===== config.mk =====
export PLATFORM = sky130hd
export DESIGN_NAME = pps_pc_sequencer
export DESIGN_NICKNAME = d
export VERILOG_FILES = /design/src/rtl/pps_seq_pkg.sv /design/src/rtl/pps_ret_stack.sv /design/src/rtl/pps_pc_sequencer.sv
export SDC_FILE = /design/constraint.sdc
export NUM_CORES = 1
export LEC_CHECK = 0
export ABC_AREA = 1
export BUFFER_PORTS_ARGS = -buffer_cell sky130_fd_sc_hd__buf_4
export CELL_PAD_IN_SITES_DETAIL_PLACEMENT = 0
export CELL_PAD_IN_SITES_GLOBAL_PLACEMENT = 1
export CORE_AREA = 2 2 109 69
export CTS_BUF_LIST = sky130_fd_sc_hd__clkbuf_2
export DETAILED_ROUTE_END_ITERATION = 8
export DIE_AREA = 0 0 111 71
export PLACE_DENSITY = 0.95
export SLEW_MARGIN = 0
export SYNTH_ARGS = -nofsm -noshare
export SYNTH_HDL_FRONTEND = slang
export SYNTH_SLANG_ARGS = --single-unit

===== constraint.sdc =====
create_clock -name clk -period 2.9 [get_ports clk]
set_input_delay 0.145 -clock clk [delete_from_list [all_inputs] [get_ports clk]]
set_output_delay 0.145 -clock clk [all_outputs]
set_load 0.01 [all_outputs]

===== src/rtl/pps_seq_pkg.sv =====
// Shared op encodings and overflow-policy constants for the PC sequencer group.
package pps_seq_pkg;

    localparam logic [2:0] OP_NEXT  = 3'b000;
    localparam logic [2:0] OP_JMP   = 3'b001;
    localparam logic [2:0] OP_LJMP  = 3'b010;
    localparam logic [2:0] OP_CALL  = 3'b011;
    localparam logic [2:0] OP_LCALL = 3'b100;
    localparam logic [2:0] OP_RET   = 3'b101;
    localparam logic [2:0] OP_RETSK = 3'b110;
    localparam logic [2:0] OP_HOLD  = 3'b111;

    localparam int unsigned OVF_DROP   = 0;
    localparam int unsigned OVF_REFUSE = 1;

endpackage


===== src/rtl/pps_ret_stack.sv =====
// Return stack with the top at index 0; pops refill the bottom entry with zero.
module pps_ret_stack
    import pps_seq_pkg::*;
#(
    parameter int unsigned DEPTH    = 5,
    parameter int unsigned WIDTH    = 10,
    parameter int unsigned OVF_MODE = OVF_DROP,
    localparam int unsigned CW      = $clog2(DEPTH + 1)
) (
    input  logic             clk,
    input  logic             nreset,
    input  logic             push,
    input  logic             pop,
    input  logic [WIDTH-1:0] din,
    output logic [WIDTH-1:0] dout,
    output logic [CW-1:0]    count,
    output logic             full,
    output logic             empty,
    output logic             ovf,
    output logic             unf
);

    logic [WIDTH-1:0] mem [DEPTH];

    assign full  = (count == CW'(DEPTH));
    assign empty = (count == '0);
    assign ovf   = push & full;
    assign unf   = pop & empty;
    assign dout  = empty ? '0 : mem[0];

    always_ff @(posedge clk or negedge nreset) begin
        if (!nreset) begin
            for (int unsigned i = 0; i < DEPTH; i++) mem[i] <= '0;
            count <= '0;
        end else if (push) begin
            // A full push in drop mode shifts the oldest entry out of the bottom.
            if (!full || OVF_MODE == OVF_DROP) begin
                for (int unsigned i = DEPTH - 1; i > 0; i--) mem[i] <= mem[i-1];
                mem[0] <= din;
                if (!full) count <= count + CW'(1);
            end
        end else if (pop && !empty) begin
            for (int unsigned i = 0; i < DEPTH - 1; i++) mem[i] <= mem[i+1];
            mem[DEPTH-1] <= '0;
            count        <= count - CW'(1);
        end
    end

endmodule


===== src/rtl/pps_pc_sequencer.sv =====
// Program-counter sequencer: LFSR in-page counter, page register and return stack.
module pps_pc_sequencer
    import pps_seq_pkg::*;
#(
    parameter int unsigned     PL_W      = 6,
    parameter int unsigned     PU_W      = 4,
    parameter int unsigned     DEPTH     = 5,
    parameter int unsigned     TAP       = 1,
    parameter logic [PU_W-1:0] CALL_PAGE = '1,
    parameter int unsigned     OVF_MODE  = OVF_DROP
) (
    input  logic                       clk,
    input  logic                       nreset,
    input  logic                       en,
    input  logic [2:0]                 op,
    input  logic [PL_W-1:0]            target,
    input  logic [PU_W-1:0]            page,
    input  logic                       err_clr,
    output logic [PU_W+PL_W-1:0]       pc,
    output logic                       skip,
    output logic [$clog2(DEPTH+1)-1:0] sp_count,
    output logic                       stk_full,
    output logic                       stk_empty,
    output logic                       ovf_err,
    output logic                       unf_err
);

    logic [PU_W-1:0] pu, nxt_pu;
    logic [PL_W-1:0] pl, nxt_pl, adv_pl;
    logic            nxt_skip, push, pop, stk_ovf, stk_unf;
    logic [PU_W+PL_W-1:0] stk_top;

    // All-ones is a fixed point of this XNOR feedback and is intentionally kept.
    assign adv_pl = {pl[0] ~^ pl[TAP], pl[PL_W-1:1]};
    assign pc     = {pu, pl};

    always_comb begin
        nxt_pu   = pu;
        nxt_pl   = pl;
        nxt_skip = skip;
        push     = 1'b0;
        pop      = 1'b0;
        if (en) begin
            nxt_skip = (op == OP_RETSK);
            unique case (op)
                OP_NEXT:  nxt_pl = adv_pl;
                OP_JMP:   nxt_pl = target;
                OP_LJMP:  {nxt_pu, nxt_pl} = {page, target};
                OP_CALL:  begin push = 1'b1; {nxt_pu, nxt_pl} = {CALL_PAGE, target}; end
                OP_LCALL: begin push = 1'b1; {nxt_pu, nxt_pl} = {page, target}; end
                OP_RET,
                OP_RETSK: begin pop = 1'b1; {nxt_pu, nxt_pl} = stk_top; end
                default:  ;
            endcase
        end
    end

    always_ff @(posedge clk or negedge nreset) begin
        if (!nreset) begin
            pu      <= '0;
            pl      <= '0;
            skip    <= 1'b0;
            ovf_err <= 1'b0;
            unf_err <= 1'b0;
        end else begin
            pu   <= nxt_pu;
            pl   <= nxt_pl;
            skip <= nxt_skip;
            if (stk_ovf)      ovf_err <= 1'b1;
            else if (err_clr) ovf_err <= 1'b0;
            if (stk_unf)      unf_err <= 1'b1;
            else if (err_clr) unf_err <= 1'b0;
        end
    end

    pps_ret_stack #(
        .DEPTH    (DEPTH),
        .WIDTH    (PU_W + PL_W),
        .OVF_MODE (OVF_MODE)
    ) u_stack (
        .clk    (clk),
        .nreset (nreset),
        .push   (push),
        .pop    (pop),
        .din    ({pu, adv_pl}),
        .dout   (stk_top),
        .count  (sp_count),
        .full   (stk_full),
        .empty  (stk_empty),
        .ovf    (stk_ovf),
        .unf    (stk_unf)
    );

endmodule


# Word-level counts from Yosys, hierarchy flattened
# Cells that the tools add are included.
dict set report totals {
  ff_bits 66
  input_bits 17
  out_inout_bits 18
  wordCells 55
}
dict set report classes {
  add_sub_neg 2
  n_eq_ne 8
  muxes 15
  bitwise 3
  n_reduce_logical 16
}
# cell count
set op_table {}
lappend op_table {{50-bit 2-to-1 mux} 2}
lappend op_table {{6-bit one-hot mux with 3 select lines} 1}
lappend op_table {{3-bit equality test (second input constant)} 4}
lappend op_table {{4-bit one-hot mux with 3 select lines} 1}
lappend op_table {{10-bit 2-to-1 mux} 1}
lappend op_table {{3-bit 2-to-1 mux} 3}
lappend op_table {{1-bit 2-to-1 mux} 7}
lappend op_table {{3-bit by 2-bit equality test with 1-bit output (second input constant)} 2}
lappend op_table {{3-bit zero test} 2}
lappend op_table {{2-bit AND reduction} 3}
lappend op_table {{2-bit nonzero test} 3}
lappend op_table {{3-bit nonzero test} 2}
lappend op_table {{2-bit OR reduction} 3}
lappend op_table {{4-bit OR reduction} 1}
lappend op_table {{3-bit by 1-bit adder with 3-bit output (second input constant)} 1}
lappend op_table {{3-bit by 1-bit equality test with 1-bit output (second input constant)} 1}
lappend op_table {{3-bit by 1-bit subtractor with 3-bit output (second input constant)} 1}
lappend op_table {{1-bit bitwise AND} 2}
lappend op_table {{2-bit != test (second input constant)} 1}
lappend op_table {{1-bit logical AND} 1}
lappend op_table {{1-bit zero test} 1}
lappend op_table {{1-bit XNOR} 1}

# Longest topological paths before layout
# Gate-level depths: netlist (run 1).
dict set report depth {
  ltp_word 7
  ltp_mapped 11
  depth_no_buf 11
}

# By module
# From an unflattened synthesis (run 1), not the netlist that was laid out.
dict set report hier_totals {
  hier_cells 478
  area_unflattened_um2 3772.4
}
# mod n_inst cells_per_inst area_per_inst_um2 seq_area_each_um2
set by_module_without_submodules {}
lappend by_module_without_submodules {pps_ret_stack 1 344 2874.0 1326.3}
lappend by_module_without_submodules {pps_pc_sequencer 1 134 898.4 325.3}

# Worst setup path after synthesis (run 1)
# OpenSTA, ideal clock, no wires.
dict set report synth_timing {
  path_type {register -> register}
  startpoint {register u_stack.count[0]}
  endpoint {register u_stack.count[2]}
  setup_ns 0.117
  t_arrival_ns 1.187
  t_required_ns 2.783
  path_slack_ns 1.596
  stages_incl_launch_ff 8
  n_path_buf 0
  period_less_slack_ns 1.304
  cell_sequence {dfrtp_1 fa_1 inv_1 nand2_1 nand2_1 nand2_1 nand2_1 nand2_1}
}
dict set report synth_between {
  elab_chain_len 5
  word_cells_on_any_way 12
  cone_classes {add/sub: 2; eq/ne: 2; mux: 3; reduce/logical: 5}
}
# item line
set synth_rtl {}
lappend synth_rtl {{start: declaration} pps_ret_stack.sv:16} ;# output logic [CW-1:0] count,
lappend synth_rtl {{start signal: assignment} pps_ret_stack.sv:40} ;# if (!full) count <= count + CW'(1);
lappend synth_rtl {{start signal: assignment} pps_ret_stack.sv:45} ;# count <= count - CW'(1);
lappend synth_rtl {{branches (longest 5 deep; another with 3-bit by 1-bit subtractor with 3-bit output)} -}
# Several ways; the timed one is not identified. The select of a mux whose other input is x is not followed.
# A chain may end at the register's enable or synchronous reset.

# Final worst setup path (run 1)
dict set report layout_timing {
  startpoint {register u_stack.count[0]}
  endpoint {register u_stack.mem[33] (netlist name)}
}
dict set report layout_between {
  elab_chain_len 4
}
# item line
set layout_rtl {}
lappend layout_rtl {{3-bit zero test} pps_ret_stack.sv:26} ;# assign empty = (count == '0);
lappend layout_rtl {{1-bit zero test} pps_ret_stack.sv:42} ;# end else if (pop && !empty) begin
lappend layout_rtl {{1-bit logical AND} pps_ret_stack.sv:42}
lappend layout_rtl {{2-bit nonzero test (no source line)} -}
lappend layout_rtl {{end: declaration} pps_ret_stack.sv:23} ;# logic [WIDTH-1:0] mem [DEPTH];
# Every way passes these cells.

==> results of run 1 <==
-- critical path: stages, from the launching register on --
cell	delay, ns
sky130_fd_sc_hd__dfrtp_1	0.48
sky130_fd_sc_hd__nor2_1	0.11
sky130_fd_sc_hd__nand2_1	0.28
sky130_fd_sc_hd__nand3_1	0.25
sky130_fd_sc_hd__nand2_1	0.08
sky130_fd_sc_hd__inv_2	0.58
sky130_fd_sc_hd__nand2_1	0.13
sky130_fd_sc_hd__nand3_1	0.10
-- state kept, by name, indices dropped and copies added, names as in the netlist --
name,count
u_stack.mem,50
pl,6
pu,4
u_stack.count,3
ovf_err,1
skip,1
unf_err,1
-- area by class of cell --
| cell class | count | share of cell area (%) |
|---|---|---|
| flip-flops and latches | 66 | 45.0 |
| multi-input cells | 299 | 36.2 |
| repair buffers | 48 | 10.8 |
| well taps | 91 | 3.10 |
| inverters | 28 | 2.86 |
| clock buffers | 11 | 1.50 |
| clock inverters | 4 | 0.546 |
-- power groups by stage --
stage	Sequential [mW]	Clock [mW]	Combinational [mW]
2_1_floorplan	1.51	0	0.530
3_3_place_gp	1.55	0	0.737
3_5_place_dp	1.56	0	0.777
4_1_cts	1.54	0.456	0.798
5_1_grt	1.60	0.498	0.914
6_report	1.54	0.438	0.787
-- cell usage after synthesis --
| cell | n |
|---|---|
| sky130_fd_sc_hd__o21ai_0 | 7 |
| sky130_fd_sc_hd__o32ai_1 | 1 |
| sky130_fd_sc_hd__inv_1 | 21 |
| sky130_fd_sc_hd__nor2_1 | 16 |
| sky130_fd_sc_hd__nand4_1 | 8 |
| sky130_fd_sc_hd__o21ai_4 | 1 |
| sky130_fd_sc_hd__xor2_1 | 1 |
| sky130_fd_sc_hd__o22ai_1 | 1 |
| sky130_fd_sc_hd__nand3b_1 | 1 |
| sky130_fd_sc_hd__inv_2 | 7 |
| sky130_fd_sc_hd__nand3_2 | 1 |
| sky130_fd_sc_hd__nand2_2 | 5 |
| sky130_fd_sc_hd__nand3_4 | 1 |
| sky130_fd_sc_hd__fa_1 | 1 |
| sky130_fd_sc_hd__or2_1 | 1 |
| sky130_fd_sc_hd__o21a_1 | 3 |
| sky130_fd_sc_hd__nand3_1 | 54 |
| sky130_fd_sc_hd__a21oi_1 | 1 |
| sky130_fd_sc_hd__or2_0 | 5 |
| sky130_fd_sc_hd__nand2_1 | 190 |
| sky130_fd_sc_hd__dfrtp_1 | 66 |
| sky130_fd_sc_hd__buf_2 | 11 |
| sky130_fd_sc_hd__buf_4 | 1 |
| sky130_fd_sc_hd__buf_6 | 4 |
| sky130_fd_sc_hd__xnor2_1 | 1 |
-- cell families after synthesis --
family,after synthesis,share of synthesized area (%)
AO/OA/AOI/OAI,14,2.94
XOR/XNOR,2,0.549
adder cells (fa/ha/maj),1,0.627
flip-flops,66,51.7
buffers and inverters,44,6.66
AND/OR/NAND/NOR,282,37.5
-- stage by stage --
step / utilization, % / setup slack (ns) / cells
floorplan: - / 1.60 / 409
global placement: 49.8 / 0.936 / 518
detailed placement: 49.8 / 0.805 / 518
CTS: 52.9 / 0.742 / 547
global route: 52.9 / 0.512 / 547
finish: 52.9 / 0.767 / 547
-- worst max path at each step --
stage | from | to | slack (ns) | depth (start not counted)
after detailed placement | u_stack.count[0] | u_stack.mem[33] | 0.80 | 7
after global routing | u_stack.count[0] | u_stack.mem[22] | 0.51 | 7
final | u_stack.count[0] | u_stack.mem[33] | 0.77 | 7
after global placement | u_stack.count[0] | u_stack.mem[38] | 0.94 | 7
after CTS | u_stack.count[0] | u_stack.mem[33] | 0.74 | 7
after floorplan | u_stack.count[0] | u_stack.count[2] | 1.60 | 7
-- timing repair --
item / in CTS / in global routing
hold endpoints to repair: 77 / 0
buffers inserted: 0 / 0
hold buffers: 14 / 0
-- routing by layer --
| metal | vias up | GRT usage [%] | routed length [um] |
|---|---|---|---|
| met3 | 13 | 7.71 | 431 |
| met4 | 0 | 7.08 | 112 |
| met2 | 71 | 29.7 | 3200 |
| li1 | 1369 | - | - |
| met1 | 1332 | 25.7 | 3320 |
| met5 | - | 0 | 0 |
==> reports/results.txt, run 1 <==
result of the run = completed
share of power burned in combinational logic = 28.4%
weighted congestion at the end of routability-driven global placement = 0.826
Hold Fails Final Rpt = 0
largest fanout of any net on the critical path = 50
start point of the worst hold path = page[3]
CTS H-Tree Depth = 3
WL per Instance = 12.9 um
reg-to-reg setup timing slack = 0.77 ns
DPL Wire Length = 4590 um
final instance area = 3670 um^2
number of cells on the worst reg-to-reg path = 7
remaining antenna violation count = 0
hold slack final = 0.0434 ns
fraction of the yosys area taken by sequential cells = 51.7%
Max IR drop VDD = 0.000387 V
Post-Syn Area per Cell = 7.81 um^2
largest net degree at the start of global routing = 67
synthesized netlist net count = 427
critical path required time = 3.35 ns
post-synthesis register bit count = 66
kind of start point of the critical path = flop
area of combinational cells with multiple inputs = 1330 um^2
area share of the largest cell type after synthesis = 51.7%
Switching Power = 1.06 mW
Core Region = 6940 um^2
detail-routed via count per cell = 5.09
final WL = 7060 um
highest clock rate = 469 MHz
DR pass1 iterations = 5
Bufs on Longest Clock Path = 2
TritonCTS clock tree = built
number of max-cap violations = 0
total number of vias = 2785
Worst EP arrival = 2.58 ns
ANT cells = 0
final-stage net count = 470
leading cell type in the layout, fill and taps excluded = sky130_fd_sc_hd__nand2_1
share of total power in the clock network = 15.9%
skew final = 0.0333 ns
Reg clk slew, reported paths = 0.19 ns
count of boundary I/O pins = 35
Layout area overhead = 14.9%
end of the worst register-to-register path = u_stack.mem[33]
number of pins with negative max-slew slack in the final report = 0
starting density of the core = 46.0%
number of fill cells = 662
remaining design rule violation count = 0
Area contributors post-synth = sky130_fd_sc_hd__dfrtp_1 (52%), sky130_fd_sc_hd__nand2_1 (22%), sky130_fd_sc_hd__nand3_1 (8.5%), sky130_fd_sc_hd__inv_1 (2.5%), sky130_fd_sc_hd__nor2_1 (1.9%)
Inserted Clock Buffers = 9
total power density per cell area = 754 nW/um^2
leading area contributor after synthesis = sky130_fd_sc_hd__dfrtp_1
worst-skew pair later-pin latency = 0.53 ns
leading cell types in the layout, fill and taps excluded = sky130_fd_sc_hd__nand2_1 (190), sky130_fd_sc_hd__dfrtp_1 (66), sky130_fd_sc_hd__nand3_1 (54), sky130_fd_sc_hd__buf_4 (34), sky130_fd_sc_hd__inv_1 (21)
area post-placement = 3450 um^2
Setup violations, final = 0
critical path class = reg2reg
internal power = 1.71 mW
number of placement rows = 24
area taken by flip-flops and latches = 1650 um^2
Lkg Pwr = 1.92 nW
sequential fraction of design power = 55.7%
part of the cycle the worst path needs = 73.6%
die outline area = 7880 um^2
number of different library cells in the post-synthesis netlist = 25
antenna violations before repair = 0
worst hold path depth = 4
type of destination of the critical path = flop
fraction of layout cells with a size suffix above 1 = 14.0%
count of warnings emitted by yosys = 0
global-route total usage across every layer = 19.5%
worst min-delay path category = in2reg
cts repair resizes = 0
GR Overflow Total = 0
critical register-to-register path startpoint = u_stack.count[0]
switching portion of total power = 38.2%
Total Negative Setup Slacks = 0 ns
Max-slew headroom = 44.5%
global-route wire length before repair = 12200 um
cell at the root of the clock tree = sky130_fd_sc_hd__clkbuf_2
final worst path period need = 2.13 ns
Iter 0 DRT Violations = 194
Die Span Y = 71 um
clock tree sinks = 66
post-synth design cell area = 3190 um^2
worst slew pin tran = 0.832 ns
total power = 2.77 mW
quantity of I/O buffers inserted on ports = 34
number of global-route vias before repair = 2667
RSZ-0062 raised after global routing = no
Post-Syn Instances = 409
hold-critical path endpoint = pu[3]
horizontal extent of the die = 111 um
Power figures use the tool's default switching activity.
==> run 2: changes to the inputs <==
Settings changed: CORE_AREA 2 2 109 69 to 2 2 112 71, DIE_AREA 0 0 111 71 to 0 0 114 73, PLACE_DENSITY 0.95 to 0.92.
Clock period 2.9 ns to 2.2 ns, I/O delays scaled along.
==> run 2 against run 1 <==
Net effect: sequential share of layout area fell by 1.1 points; clock power rose by 86%; largest cell class unchanged; highest routed layer unchanged; first-iteration DRC count fell by 4.1%; sequential power rose by 32%; clock skew fell by 0.0072 ns.
==> reports/results.txt, run 2 (synthesis gave the netlist of run 1 again) <==
result of the run = completed
Worst EP arrival = 1.54 ns (-1.04 ns)
TritonCTS clock tree = built
fraction of layout cells with a size suffix above 1 = 14.5% (+0.50 points)
largest net degree at the start of global routing = 67 (unchanged)
number of pins with negative max-slew slack in the final report = 0 (unchanged)
Max stage delay on crit path = 0.49 ns (-0.09 ns)
Layout area overhead = 17.8%
ANT cells = 0 (unchanged)
leading cell types in the layout, fill and taps excluded = sky130_fd_sc_hd__nand2_1 (190), sky130_fd_sc_hd__dfrtp_1 (66), sky130_fd_sc_hd__nand3_1 (54), sky130_fd_sc_hd__buf_4 (37), sky130_fd_sc_hd__inv_1 (21)
switching portion of total power = 35.4% (-2.9 points)
DR pass1 iterations = 4 (-1)
number of placement rows = 25 (+4.2%)
final WL = 6870 um (-2.7%)
cts repair resizes = 0 (unchanged)
critical path required time = 2.09 ns (-1.26 ns)
start point of the worst hold path = page[3]
GR Overflow Total = 0 (unchanged)
detail-routed via count per cell = 4.91 (-3.6%)
Reg with most FFs = u_stack.mem
leading cell type in the layout, fill and taps excluded = sky130_fd_sc_hd__nand2_1
sequential fraction of design power = 52.1% (-3.6 points)
Reg clk slew, reported paths = 0.19 ns (about the same)
max FFs per register = 50 (unchanged)
remaining antenna violation count = 0 (unchanged)
internal power = 2.52 mW (+47%)
number of global-route vias before repair = 2688 (+0.79%)
worst slew pin tran = 0.829 ns (-0.00336 ns)
worst-skew pair later-pin latency = 0.50 ns (-0.03 ns)
RSZ-0062 raised after global routing = no
total power density per cell area = 1040 nW/um^2 (+37%)
cell family with most CP delay = flip-flops
final-stage net count = 474 (+0.85%)
number of fill cells = 700 (+5.7%)
cell total after placement = 524 (+1.2%)
CTS H-Tree Depth = 3 (unchanged)
remaining design rule violation count = 0 (unchanged)
antenna violations before repair = 0 (unchanged)
Max-slew headroom = 44.8% (+0.30 points)
total number of vias = 2723 (-2.2%)
largest fanout of any net on the critical path = 12 (-76%)
number of max-cap violations = 0 (unchanged)
starting density of the core = 42.9% (-3.1 points)
weighted congestion at the end of routability-driven global placement = 0.788 (-4.6%)
Max IR drop VDD = 0.000473 V (+22%)
type of destination of the critical path = primary output
Inserted Clock Buffers = 9 (unchanged)
clock tree sinks = 66 (unchanged)
Post-CTS Setup Bufs = 0 (unchanged)
share of power burned in combinational logic = 26.9% (-1.5 points)
end of the worst register-to-register path = u_stack.mem[38]
cell chain of the critical path = nor2_1 > nand2_1 > buf_4 > inv_1 > buf_4
die outline area = 8320 um^2 (+5.6%)
count of boundary I/O pins = 35 (unchanged)
Bufs on Longest Clock Path = 2 (unchanged)
Hold Fails Final Rpt = 0 (unchanged)
Die Span Y = 73 um (+2.8%)
largest registers = u_stack.mem: 50 flops, pl: 6 flops, pu: 4 flops
highest clock rate = 605 MHz
number of non-filler instances in the completed layout = 555 (+1.5%)
Total Negative Setup Slacks = 0 ns (unchanged)
CP dominant cell by count = sky130_fd_sc_hd__buf_4
global-route total usage across every layer = 18.6% (-0.99 points)
worst min-delay path category = in2reg
combined buffer and inverter count along the critical path = 3 (+2)
Setup violations, final = 0 (unchanged)
number of cells on the worst reg-to-reg path = 8 (+1)
total power = 3.89 mW (+41%)
part of the cycle the worst path needs = 75.2%
worst setup path start = u_stack.count[0]
hold-critical path endpoint = pu[3]
reg-to-reg setup timing slack = 0.56 ns (-0.21 ns)
global-route wire length before repair = 12200 um (-0.11%)
horizontal extent of the die = 114 um (+2.7%)
kind of start point of the critical path = flop
count of hold buffers inserted by post-cts repair = 15 (+1)
Lkg Pwr = 1.96 nW (+2.1%)
Switching Power = 1.38 mW (+30%)
quantity of I/O buffers inserted on ports = 34 (unchanged)
highest-delay cell along the critical path = sky130_fd_sc_hd__dfrtp_1
share of total power in the clock network = 21.0% (+5.1 points)
Iter 0 DRT Violations = 186 (-4.1%)
DPL Wire Length = 4480 um (-2.3%)
skew final = 0.0261 ns (-0.00718 ns)
critical path class = reg2out
WL per Instance = 12.4 um (-4.1%)
final worst path period need = 1.65 ns
worst hold path depth = 4 (unchanged)
critical register-to-register path startpoint = u_stack.count[0]
Core Region = 7440 um^2 (+7.3%)
cell at the root of the clock tree = sky130_fd_sc_hd__clkbuf_2
-- run 2: cell types whose count changed in the layout (fill, tap and decap cells not counted), sizes merged --
cell and delta:
buf +3, bufinv +2, clkbuf +2, clkinv -3, dlygate4sd3 +1
-- run 2: layout make-up --
type / count / area (um^2) / area share [%]
sequential: 66 / 1650 / 43.9
inverter: 28 / 105 / 2.80
multi-input combinational: 299 / 1330 / 35.3
timing repair buffer: 52 / 428 / 11.4
clock inverter: 3 / 63.8 / 1.70
tap: 94 / 118 / 3.13
clock buffer: 13 / 65.1 / 1.73
-- run 2: metrics by stage --
stage | util (%) | instance area, um^2 | hold WS, ns | worst slack, ns
global route | 50.5 | 3760 | 0.00941 | 0.404
detailed placement | 46.8 | 3480 | 0.265 | 0.617
global placement | 46.8 | 3480 | 0.265 | 0.683
CTS | 50.5 | 3760 | 0.00994 | 0.507
floorplan | - | 3190 | -0.186 | 0.896
finish | 50.5 | 3760 | 0.0486 | 0.546
-- run 2: layer usage --
layer / share of wire, % / GRT usage, % / routed length, um / vias up
met2: 44 / 30.3 / 3020 / 50
met5: 0 / 0 / 0 / -
li1: - / - / - / 1381
met3: 4.4 / 4.57 / 304 / 10
met4: 1.2 / 6.10 / 82 / 0
met1: 50 / 24.6 / 3470 / 1282
-- run 2: worst reg2reg max path, delay by kind of cell, from the launching register on --
| kind | cells | cell delay [ns] |
|---|---|---|
| and+or+nand+nor | 6 | 0.64 |
| DFF | 1 | 0.49 |
| buffers and inverters | 2 | 0.46 |
-- run 2: worst max path at each step --
stage	end	slack, ns	depth (start not counted)
3_3_place_gp	u_stack.mem[17]	0.68	8
5_1_grt	u_stack.mem[38]	0.40	8
6_report	stk_empty	0.55	5
2_1_floorplan	u_stack.count[2]	0.90	7
4_1_cts	stk_empty	0.51	5
3_5_place_dp	u_stack.mem[32]	0.62	8
-- run 2: power groups by stage --
| stage | Clock [mW] | Combinational [mW] | Sequential, mW |
|---|---|---|---|
| 3_5_place_dp | 0 | 1.05 | 2.05 |
| 3_3_place_gp | 0 | 1.00 | 2.04 |
| 5_1_grt | 0.896 | 1.22 | 2.10 |
| 6_report | 0.816 | 1.05 | 2.03 |
| 4_1_cts | 0.841 | 1.07 | 2.03 |
| 2_1_floorplan | 0 | 0.699 | 1.99 |
==> run 3: changes to the inputs <==
Clock period 2.2 ns to 1.6 ns, I/O delays scaled along.
==> run 3 against run 2 <==
Net effect: sequential cell count unchanged; global-route usage up 0.84 points; sequential share of layout area down 1.0 points; combinational power up 53%; sequential power up 37%; hold slack better by 0.042 ns; first-iteration DRC count down 24%; core utilization up 1.2 points; clock power down 2.7%; die area unchanged; clock skew down 0.011 ns; total power up 33%; critical endpoint unchanged; largest power group unchanged; highest routed layer unchanged.
==> reports/results.txt, run 3 (synthesis gave the netlist of run 1 again) <==
result of the run = completed
DPL Wire Length = 4630 um (+3.3%)
leading cell type in the layout, fill and taps excluded = sky130_fd_sc_hd__nand2_1
number of pins with negative max-slew slack in the final report = 0 (unchanged)
quantity of I/O buffers inserted on ports = 34 (unchanged)
Max stage delay on crit path = 0.44 ns (-0.05 ns)
die outline area = 8320 um^2 (unchanged)
critical path required time = 1.52 ns (-0.57 ns)
highest clock rate = 656 MHz
weighted congestion at the end of routability-driven global placement = 0.773 (-1.9%)
number of placement rows = 25 (unchanged)
reg-to-reg setup timing slack = 0.17 ns (-0.39 ns)
critical path class = reg2out
number of fill cells = 706 (+0.86%)
total number of vias = 2789 (+2.4%)
Core Region = 7440 um^2 (unchanged)
highest-delay cell along the critical path = sky130_fd_sc_hd__dfrtp_2
cell chain of the critical path = nor2_2 > nand2_2 > buf_6 > inv_1 > buf_4
horizontal extent of the die = 114 um (unchanged)
Hold Fails Final Rpt = 0 (unchanged)
final WL = 7360 um (+7.1%)
number of max-cap violations = 0 (unchanged)
cell at the root of the clock tree = sky130_fd_sc_hd__clkbuf_2
remaining design rule violation count = 0 (unchanged)
Max-slew headroom = 73.4% (+29 points)
worst min-delay path category = in2async
Iter 0 DRT Violations = 141 (-24%)
Worst EP arrival = 1.44 ns (-0.10 ns)
starting density of the core = 42.9% (unchanged)
max FFs per register = 50 (unchanged)
leading cell types in the layout, fill and taps excluded = sky130_fd_sc_hd__nand2_1 (189), sky130_fd_sc_hd__dfrtp_1 (65), sky130_fd_sc_hd__nand3_1 (54), sky130_fd_sc_hd__buf_4 (39), sky130_fd_sc_hd__inv_1 (21)
Setup violations, final = 0 (unchanged)
final-stage net count = 483 (+1.9%)
worst slew pin tran = 0.400 ns (-0.429 ns)
GR Overflow Total = 0 (unchanged)
Lkg Pwr = 2.00 nW (+2.0%)
global-route total usage across every layer = 19.4% (+0.84 points)
part of the cycle the worst path needs = 95.3%
largest fanout of any net on the critical path = 12 (unchanged)
worst setup path start = u_stack.count[0]
worst path setup slack after routing = 0.0752 ns (-0.471 ns)
Bufs on Longest Clock Path = 2 (unchanged)
post-place setup slack = 0.0399 ns (-0.577 ns)
kind of start point of the critical path = flop
fraction of layout cells with a size suffix above 1 = 16.4% (+1.8 points)
largest net degree at the start of global routing = 51 (-24%)
number of cells on the worst reg-to-reg path = 8 (unchanged)
final instance area = 3850 um^2 (+2.4%)
TritonCTS clock tree = built
Max IR drop VDD = 0.000821 V (+74%)
critical register-to-register path startpoint = u_stack.count[0]
DR pass1 iterations = 4 (unchanged)
area post-placement = 3550 um^2 (+1.9%)
worst-skew pair later-pin latency = 0.51 ns (about the same)
detail-routed via count per cell = 4.95 (+0.79%)
final worst path period need = 1.52 ns
cell total after placement = 528 (+0.76%)
Die Span Y = 73 um (unchanged)
Reg with most FFs = u_stack.mem
antenna violations before repair = 0 (unchanged)
RSZ-0062 raised after global routing = yes
largest registers = u_stack.mem: 50 flops, pl: 6 flops, pu: 4 flops
ANT cells = 0 (unchanged)
combined buffer and inverter count along the critical path = 3 (unchanged)
remaining antenna violation count = 0 (unchanged)
Reg clk slew, reported paths = 0.18 ns (about the same)
Layout area overhead = 20.6%
CTS H-Tree Depth = 3 (unchanged)
Inserted Clock Buffers = 9 (unchanged)
count of boundary I/O pins = 35 (unchanged)
clock tree sinks = 66 (unchanged)
WL per Instance = 13.0 um (+5.4%)
total power density per cell area = 1350 nW/um^2 (+30%)
total power = 5.18 mW (+33%)
Worst path depth = 5 (unchanged)
number of global-route vias before repair = 2649 (-1.5%)
number of non-filler instances in the completed layout = 564 (+1.6%)
type of destination of the critical path = primary output
cell family with most CP delay = flip-flops
global-route wire length before repair = 12500 um (+2.9%)
skew final = 0.0151 ns (-0.0109 ns)
-- run 3: area by class of cell --
class | count | area (um^2) | share of cell area [%]
flip-flops and latches | 66 | 1650 | 42.9
multi-input cells | 299 | 1340 | 34.8
repair buffers | 61 | 554 | 14.4
well taps | 94 | 118 | 3.05
inverters | 28 | 108 | 2.79
clock buffers | 12 | 60.1 | 1.56
clock inverters | 4 | 18.8 | 0.487
-- run 3: routing by layer --
metal	wire length [um]	track usage (%)
met5	0	0
met4	41	5.83
met3	324	6.31
met2	3400	30.1
met1	3590	26.2
-- run 3: power by group --
part	leakage, nW	switching, mW	internal [mW]
combinational	1.09	0.881	0.732
sequential	0.842	0.492	2.28
clock	0.0631	0.582	0.212
-- run 3: per-stage QoR --
step	hold slack (ns)	TNS, ns	util, %
finish	0.0903	0	51.7
global route	0.0240	-0.0929	51.7
CTS	0.0180	0	51.5
detailed placement	0.0437	0	47.7
global placement	0.0448	0	47.7
floorplan	-0.216	0	-
-- run 3: worst min-delay path, cell delays in order --
cell and delay [ns]:
sky130_fd_sc_hd__dlygate4sd3_1 0.53, sky130_fd_sc_hd__buf_4 0.18, sky130_fd_sc_hd__buf_12 0.17
-- run 3: what timing repair did --
action	CTS	global route
hold buffers	18	0
pin swaps	0	2
endpoints found under the hold margin	80	0
setup endpoints to repair	1	42
setup buffers	2	0
gates resized for setup	2	5
-- run 3: path summary, 6_finish.rpt --
path                                         end
worst max register to register  u_stack.count[2]
min in group clk                           pu[2]
worst min register to register    u_stack.mem[4]
worst min-delay path             u_stack.mem[23]
max in group asynchronous        u_stack.mem[12]
worst max-delay path                   stk_empty
